[config.mk]
export PLATFORM = sky130hd
export DESIGN_NAME = fire_game_ctrl
export DESIGN_NICKNAME = d
export VERILOG_FILES = /design/src/rtl/fire_game_ctrl.sv
export SDC_FILE = /design/constraint.sdc
export NUM_CORES = 1
export LEC_CHECK = 0
export CORE_UTILIZATION = 24
export DETAILED_ROUTE_END_ITERATION = 8
export HOLD_SLACK_MARGIN = 0.08
export PLACE_DENSITY = 0.49
export SKIP_CTS_REPAIR_TIMING = 1
export SYNTH_ARGS = -nofsm -noshare
export SYNTH_HDL_FRONTEND = slang
export SYNTH_SLANG_ARGS = --single-unit
[constraint.sdc]
create_clock -name clk -period 10.1 [get_ports clk]
set_clock_uncertainty 0.1 [all_clocks]
set_input_delay 1.01 -clock clk [delete_from_list [all_inputs] [get_ports clk]]
set_output_delay 1.01 -clock clk [all_outputs]
set_load 0.01 [all_outputs]
[src/rtl/fire_game_ctrl.sv]
// Game-logic stage for the fire game: INIT/PLAY/FINISH FSM, LFSR-driven fire and CT box spawning, aging, scoring and lives.
// Optional feature: define MISS_PENALTY_EN to charge one life per hit on an empty cell.
module fire_game_ctrl #(
  parameter int unsigned TICK_DIV     = 50_000_000,
  parameter int unsigned SPAWN_PERIOD = 2,
  parameter int unsigned FIRE_TIMEOUT = 3,
  parameter int unsigned BOX_TICKS    = 2,
  parameter int unsigned MAX_LIFE     = 3,
  parameter logic [15:0] LFSR_SEED    = 16'hACE1
) (
  input  logic       clk,
  input  logic       rst,
  input  logic       start,
  input  logic [8:0] hit,
  output logic [1:0] game_state,
  output logic [7:0] score,
  output logic [8:0] fire_state,
  output logic [8:0] box,
  output logic [1:0] life
);

  localparam int unsigned TW = (TICK_DIV > 1) ? $clog2(TICK_DIV) : 1;
  localparam int unsigned SW = (SPAWN_PERIOD > 1) ? $clog2(SPAWN_PERIOD) : 1;
  localparam logic [TW-1:0] TICK_LAST  = TW'(TICK_DIV - 1);
  localparam logic [SW-1:0] SPAWN_LAST = SW'(SPAWN_PERIOD - 1);
  localparam logic [1:0]    FIRE_END   = 2'(FIRE_TIMEOUT);
  localparam logic [1:0]    BOX_END    = 2'(BOX_TICKS);
  localparam logic [1:0]    LIFE_INIT  = 2'(MAX_LIFE);

  typedef enum logic [1:0] {
    S_INIT   = 2'd0,
    S_PLAY   = 2'd1,
    S_FINISH = 2'd2
  } state_t;

  state_t          state;
  logic [TW-1:0]   tick_cnt;
  logic [SW-1:0]   spawn_cnt;
  logic [15:0]     lfsr, lfsr_n;
  logic [8:0][1:0] fire_age, box_age, fire_age_n, box_age_n;
  logic            tick, spawn;
  logic [3:0]      cand;
  logic [8:0]      occupied, hit_fire, hit_box, miss;
  logic [8:0]      fire_exp, box_exp, fire_keep, box_keep, spawn_onehot;
  logic [8:0]      fire_n, box_n;
  logic [5:0]      pts;
  logic [4:0]      loss;
  logic [8:0]      score_sum;
  logic [7:0]      score_n;
  logic [1:0]      life_n;

  assign game_state = state;

  always_comb begin
    lfsr_n   = {1'b0, lfsr[15:1]} ^ (lfsr[0] ? 16'hB400 : 16'h0000);
    tick     = (state == S_PLAY) && (tick_cnt == TICK_LAST);
    spawn    = tick && (spawn_cnt == SPAWN_LAST);
    occupied = fire_state | box;
    hit_fire = hit & fire_state;
    hit_box  = hit & box;
`ifdef MISS_PENALTY_EN
    miss     = hit & ~occupied;
`else
    miss     = '0;
`endif

    // A hit on a cell suppresses its expiry on the same tick
    fire_exp   = '0;
    box_exp    = '0;
    fire_age_n = fire_age;
    box_age_n  = box_age;
    for (int unsigned i = 0; i < 9; i++) begin
      if (tick && fire_state[i] && !hit[i]) begin
        if (fire_age[i] + 2'd1 == FIRE_END) fire_exp[i] = 1'b1;
        else fire_age_n[i] = fire_age[i] + 2'd1;
      end
      if (tick && box[i] && !hit[i]) begin
        if (box_age[i] + 2'd1 == BOX_END) box_exp[i] = 1'b1;
        else box_age_n[i] = box_age[i] + 2'd1;
      end
    end
    fire_keep = fire_state & ~hit & ~fire_exp;
    box_keep  = box & ~hit & ~box_exp;

    // Spawn decisions look only at the registered (pre-hit, pre-expiry) occupancy
    cand         = (lfsr[3:0] >= 4'd9) ? lfsr[3:0] - 4'd9 : lfsr[3:0];
    spawn_onehot = '0;
    if (spawn && !occupied[cand]) spawn_onehot[cand] = 1'b1;
    if (lfsr[7:4] == 4'd0 && box == '0) begin
      box_n  = box_keep | spawn_onehot;
      fire_n = fire_keep;
    end else begin
      fire_n = fire_keep | spawn_onehot;
      box_n  = box_keep;
    end
    for (int unsigned i = 0; i < 9; i++) begin
      if (spawn_onehot[i]) begin
        fire_age_n[i] = '0;
        box_age_n[i]  = '0;
      end
    end

    pts  = '0;
    loss = '0;
    for (int unsigned i = 0; i < 9; i++) begin
      pts  = pts + 6'(hit_fire[i]) + (hit_box[i] ? 6'd5 : 6'd0);
      loss = loss + 5'(fire_exp[i]) + 5'(miss[i]);
    end
    score_sum = {1'b0, score} + {3'b000, pts};
    score_n   = score_sum[8] ? 8'hFF : score_sum[7:0];
    life_n    = ({3'b000, life} <= loss) ? 2'd0 : life - loss[1:0];
  end

  always_ff @(posedge clk or negedge rst) begin
    if (!rst) begin
      state      <= S_INIT;
      score      <= '0;
      fire_state <= '0;
      box        <= '0;
      life       <= LIFE_INIT;
      fire_age   <= '0;
      box_age    <= '0;
      tick_cnt   <= '0;
      spawn_cnt  <= '0;
      lfsr       <= LFSR_SEED;
    end else begin
      lfsr <= lfsr_n;
      unique case (state)
        S_INIT: begin
          if (start) begin
            state     <= S_PLAY;
            tick_cnt  <= '0;
            spawn_cnt <= '0;
          end
        end
        S_PLAY: begin
          if (life == '0) begin
            state      <= S_FINISH;
            fire_state <= '0;
            box        <= '0;
          end else begin
            tick_cnt   <= tick ? '0 : tick_cnt + TW'(1);
            if (tick) spawn_cnt <= spawn ? '0 : spawn_cnt + SW'(1);
            score      <= score_n;
            life       <= life_n;
            fire_state <= fire_n;
            box        <= box_n;
            fire_age   <= fire_age_n;
            box_age    <= box_age_n;
          end
        end
        S_FINISH: begin
          if (start) begin
            state      <= S_INIT;
            score      <= '0;
            life       <= LIFE_INIT;
            fire_state <= '0;
            box        <= '0;
            fire_age   <= '0;
            box_age    <= '0;
            tick_cnt   <= '0;
            spawn_cnt  <= '0;
          end
        end
        default: state <= S_INIT;
      endcase
    end
  end

endmodule
# Yosys cells after proc, flatten, opt, wreduce, memory -nomap -nowiden
# Cells that the tools add are included.
[totals]
register_bits = 109
input_bits = 12
out_inout_bits = 30
word_cells = 374
[classes]
addsub = 48
n_lt_le_gt_ge = 4
n_eq_ne = 63
muxes = 139
bitwise = 13
n_reduce_logical = 81
[op_table]
columns = ["cell", "n"]
rows = [
  ["$mux 2", 60],
  ["$reduce_and 5->1", 18],
  ["$mux 26", 3],
  ["$pmux 18 s2", 2],
  ["$and 9x9->9", 6],
  ["$mux 18", 3],
  ["$mux 9", 6],
  ["$ne 3x2->1 const B", 18],
  ["$ne 3x3->1 const B", 18],
  ["$pmux 26 s2", 1],
  ["$add 6x1->6", 7],
  ["$add 6x3->6", 7],
  ["$mux 1", 42],
  ["$logic_and 1x1->1", 41],
  ["$eq 2x2->1 const B", 19],
  ["$add 2x1->2 const B", 18],
  ["$pmux 9 s2", 2],
  ["$mux 3", 9],
  ["$not 9->9", 3],
  ["$or 9x9->9", 3],
  ["$add 26x1->26 const B", 1],
  ["$eq 26x26->1 const B", 1],
  ["$mux 8", 3],
  ["$add 5x1->5", 4],
  ["35 further kinds", 53],
]

# Logic depth before layout (Yosys ltp)
[logic_depth]
ltp_word = 23
depth_mapped = 21
ltp_nobuf = 21

# Worst setup path before layout
# No wires, ideal clock.
[synth_timing]
path_kind = "input to register"
from = "in hit[0]"
to = "reg score[0]"
setup_ns = 0.137
t_arrival_ns = 5.957
required_time_ns = 9.863
path_slack_ns = 3.906
stages = 19
n_path_buf = 0
cell_sequence = "and2_1 > fa_1 > fa_1 > inv_1 > fa_1 > fa_1 > fa_1 > inv_1 > ha_1 > inv_1 > fa_1 > inv_1 > fa_1 > a21o_1 > a21oi_1 > o21bai_1 > a21o_1 > a31oi_1 > a21oi_1"
[synth_via]
elab_chain_len = 23
word_cells_on_any_way = 24
classes_between = "add/sub (18); mux (4); bitwise (2)"
[synth_lines]
columns = ["item", "line_no", "source"]
rows = [
  ["start: declaration", "14", "input logic [8:0] hit,"],
  ["$and 9x9->9", "60", "hit_box = hit & box;"],
  ["$mux 3", "106", "pts = pts + 6'(hit_fire[i]) + (hit_box[i] ? 6'd5 : 6'd0);"],
  ["$add 1x3->4 (*)", "106", ""],
  ["$add 4x1->5 (*)", "106", ""],
  ["$add 5x3->6 (*)", "106", ""],
  ["$add 6x1->6 (*)", "106", ""],
  ["$add 6x3->6 (*)", "106", ""],
  ["$add 6x1->6 (*)", "106", ""],
  ["[... 7 more ...]", "n/a", ""],
  ["$add 6x1->6 (*)", "106", ""],
  ["$add 6x3->6 (*)", "106", ""],
  ["$add 6x1->6 (*)", "106", ""],
  ["$add 6x3->6 (*)", "106", ""],
  ["$add 8x6->9 (*)", "109", "score_sum = {1'b0, score} + {3'b000, pts};"],
  ["$mux 8 (*)", "110", "score_n = score_sum[8] ? 8'hFF : score_sum[7:0];"],
  ["$mux 8 (*)", "137", "if (life == '0) begin"],
  ["$pmux 8 s2 (*)", "128", "unique case (state)"],
  ["end signal: assignment", "144", "score <= score_n;"],
  ["end: declaration", "16", "output logic [7:0] score,"],
]
# Mark *: on every way between the ends. The rest lies on a longest branch, timed or not. The select of a mux whose other input is x is not followed.
# A chain may end at the register's enable or synchronous reset.

# Worst setup path in the final report
[layout_timing]
from = "in hit[0]"
to = "reg score[1]"
# The elaborated chain is that of the path after synthesis.

==> out/metrics.csv <==
stage,metric,value,unit
detailed_routing,viasPerCell,4.87,
detailed_routing,first_pass_iters,5,
power_and_ir_drop,power_leakage,3.44,nW
placed_design,gp_congestion,0.834,
power_and_ir_drop,swShare,30.9,%
synth,synth_most_common_cell,dfrtp_1,
placed_design,port_buffers,41,
power_and_ir_drop,seqPwrFrac,49.6,%
floorplanning,initial_core_util,24.5,%
cts,htreeDepth,3,
synth,synth_cell_types,60,
cts,cts_sinks,109,
cts,root_buffer,clkbuf_16,
global_routing,grt-ovfl-total,0,
final_layout,finalNetCount,883,
timing,rsz0062_at_grt,no,
timing,min_period,6.76,ns
synth,yosys.area.top_type,dfrtp_1,
global_routing,grt.total_usage,14.1,%
floorplanning,die_height,174,um
power_and_ir_drop,power_frac_comb,17.3,%
power_and_ir_drop,max-vdd-ir-drop,0.0927,mV
final_layout,drive_gt1_share,6.06,%
timing,finalSetupViolations,0,
placed_design,dp_slack,2.98,ns
power_and_ir_drop,power_density,128,nW/um^2
synth,synthFlopType,dfrtp_1,
critical_path,end_kind,flip-flop,
power_and_ir_drop,switching_power,0.000324,W
critical_path,crit_type,primary input to flip-flop,
power_and_ir_drop,power.internal,0.000723,W
critical_path,worstPathRequired,10.23,ns
synth,synth_seq_cells,109,
floorplanning,row_count,62,
timing,timing.hold.ws,0.254,ns
synth,synthTopCellsByCount,"dfrtp_1, a21oi_1, o21ai_0",
synth,synth_area_leaders,"dfrtp_1, ha_1, fa_1",
floorplanning,ioPinCount,42,
synth,synthDominantCellAreaShare,35.1,%
timing,maxSlewHeadroom,19.7,%
cts,clkLatencyLatePin,0.36,ns
cts,clk_pin_slew_worst_paths,0.07,ns
hold_path,min_path_type,flip-flop to flip-flop,
timing,clock.fmax,148,MHz
detailed_routing,drcViolationCount,0,
synth,ys_seq_area_share,38.8,%
final_layout,syn2layout_area_growth,15.7,%
critical_path,crit_fanout,6,
synth,syn_avg_cell_area,9.15,sq um
detailed_routing,routedWlPerCell,17.0,um
synth,synthCells,772,
power_and_ir_drop,clkPwrFrac,33.1,%
critical_path,startpoint_type,primary input,
run_status,status,"complete, no violations",
synth,ys_warn_count,0,
timing,final_max_slew_viol_count,0,
critical_path,arrival,6.89,ns
floorplanning,die_w,174,um
floorplanning,die-area,30100,sq um
detailed_routing,vias,5807,
placed_design,dp_hpwl,14800,um
cts,cts_buffer_depth,2,
timing,worstMarginPinSlew,1.20,ns
detailed_routing,detail-route-antenna-nets,0,
cts,cts_tree,built,
timing,fin_ws,3.34,ns
global_routing,grt_max_degree,65,
global_routing,antenna_found_initial,0,
synth,synth_nets,851,
timing,tns,0,ns
cts,cts_buffers,9,
timing,hold_violations,0,
detailed_routing,wl,20300,um
detailed_routing,drtIter0Drc,312,
synth,synthArstFlopShare,100,%
synth,synth-edff-count,0,
final_layout,antenna_cells,0,
floorplanning,coreArea,28900,sq um
run,max_cap_viol_count,0,
global_routing,grt_pass1_vias,5787,
synth,syn-cell-area,7060,sq um
global_routing,grt_first_pass_wirelength,33000,um
timing,period_share,66.9,%
## path summary, 6_finish.rpt
kind | from | endpoint | slack, ns | cells after the start
max in group asynchronous | rst | lfsr[2] | 8.04 | 2
min reg2reg | lfsr[9] | lfsr[8] | 0.25 | 0
min | lfsr[9] | lfsr[8] | 0.25 | 0
min in group asynchronous | rst | tick_cnt[10] | 0.57 | 1
max reg2reg | fire_state[0] | score[1] | 4.12 | 19
max | hit[0] | score[1] | 3.34 | 20
## per-stage QoR
stage	std cells	total power [W]	area, sq um	utilization (%)
4_1_cts	1193	0.00107	8170	28.3
5_1_grt	1193	0.00111	8170	28.3
3_3_place_gp	1177	0.000712	7890	27.4
2_1_floorplan	772	0.000620	7060	-
3_5_place_dp	1177	0.000714	7890	27.4
6_report	1193	0.00105	8170	28.3
## cells by family after synthesis
family / after synthesis / synth area share [%]
mux: 8 / 1.15
flops: 109 / 38.8
xor+xnor: 24 / 2.98
compound gates: 207 / 17.1
fa+ha+maj: 67 / 14.3
buf+inv: 89 / 4.91
simple gates: 268 / 20.8
## power groups by stage
stage          sequential (W)  combinational, W  clock [W]
5_1_grt              0.000527          0.000207   0.000375
2_1_floorplan        0.000515          0.000104          0
3_3_place_gp         0.000528          0.000184          0
6_report             0.000519          0.000181   0.000346
3_5_place_dp         0.000528          0.000186          0
4_1_cts              0.000520          0.000186   0.000360
## critical path: stages
cell and delay, ns:
clkdlybuf4s50_1 0.55, and2_1 0.25, fa_1 0.52, fa_1 0.52, inv_1 0.05, fa_1 0.48, fa_1 0.57, fa_1 0.42
inv_1 0.07, ha_1 0.15, inv_1 0.05, fa_1 0.47, inv_1 0.06, fa_1 0.42, a21o_1 0.19, a21oi_1 0.21
o21bai_1 0.09, a21o_1 0.22, a31oi_1 0.45, a21oi_1 0.14
## routing by layer
metal  vias to the layer above  global-route usage, %  part of all wire, %  wire (um)
li1                       2825                      -                    -          -
met1                      2855                   19.0                   47       9580
met2                       106                   22.9                   47       9610
met3                        21                   2.30                  3.8        777
met4                         0                   4.54                  1.7        341
met5                         -                      0                    0          0
## cell type report
type                       instances  area [sq um]
clock buffer                      11           233
clock inverter                     5          43.8
fill                            3075         20700
inverter                          62           233
multi-input combinational        574          3980
sequential                       109          2740
tap                              384           480
timing repair buffer              48           460
## sequential cells by signal (all words and copies together), names as in the netlist
| signal | cells |
|---|---|
| box | 9 |
| score | 8 |
| spawn_cnt | 1 |
| tick_cnt | 26 |
| game_state | 2 |
| box_age | 18 |
| fire_age | 18 |
| fire_state | 9 |
| life | 2 |
| lfsr | 16 |
## layout by cell type (no fill, tap or decap), drive strengths merged, types with 3 or more instances in the layout
cell	instances
a31oi	14
nand4	12
nand3	32
and4b	3
nor2b	7
or3b	11
o22ai	5
o31ai	8
and4	3
o211ai	12
ha	44
or3	27
nor3	13
fa	23
nor2	44
xnor2	15
clkdlybuf4s50	40
nor3b	9
a211oi	3
inv	64
mux2i	7
a21oi	70
xor2	9
o21ai	68
dfstp	10
and2	14
a21o	10
nand2	62
dfrtp	99
o21bai	3
clkbuf	11
nor4	5
a41oi	3
nand4b	6
buf	8
and3	9
(Power assumes the default switching activity.)
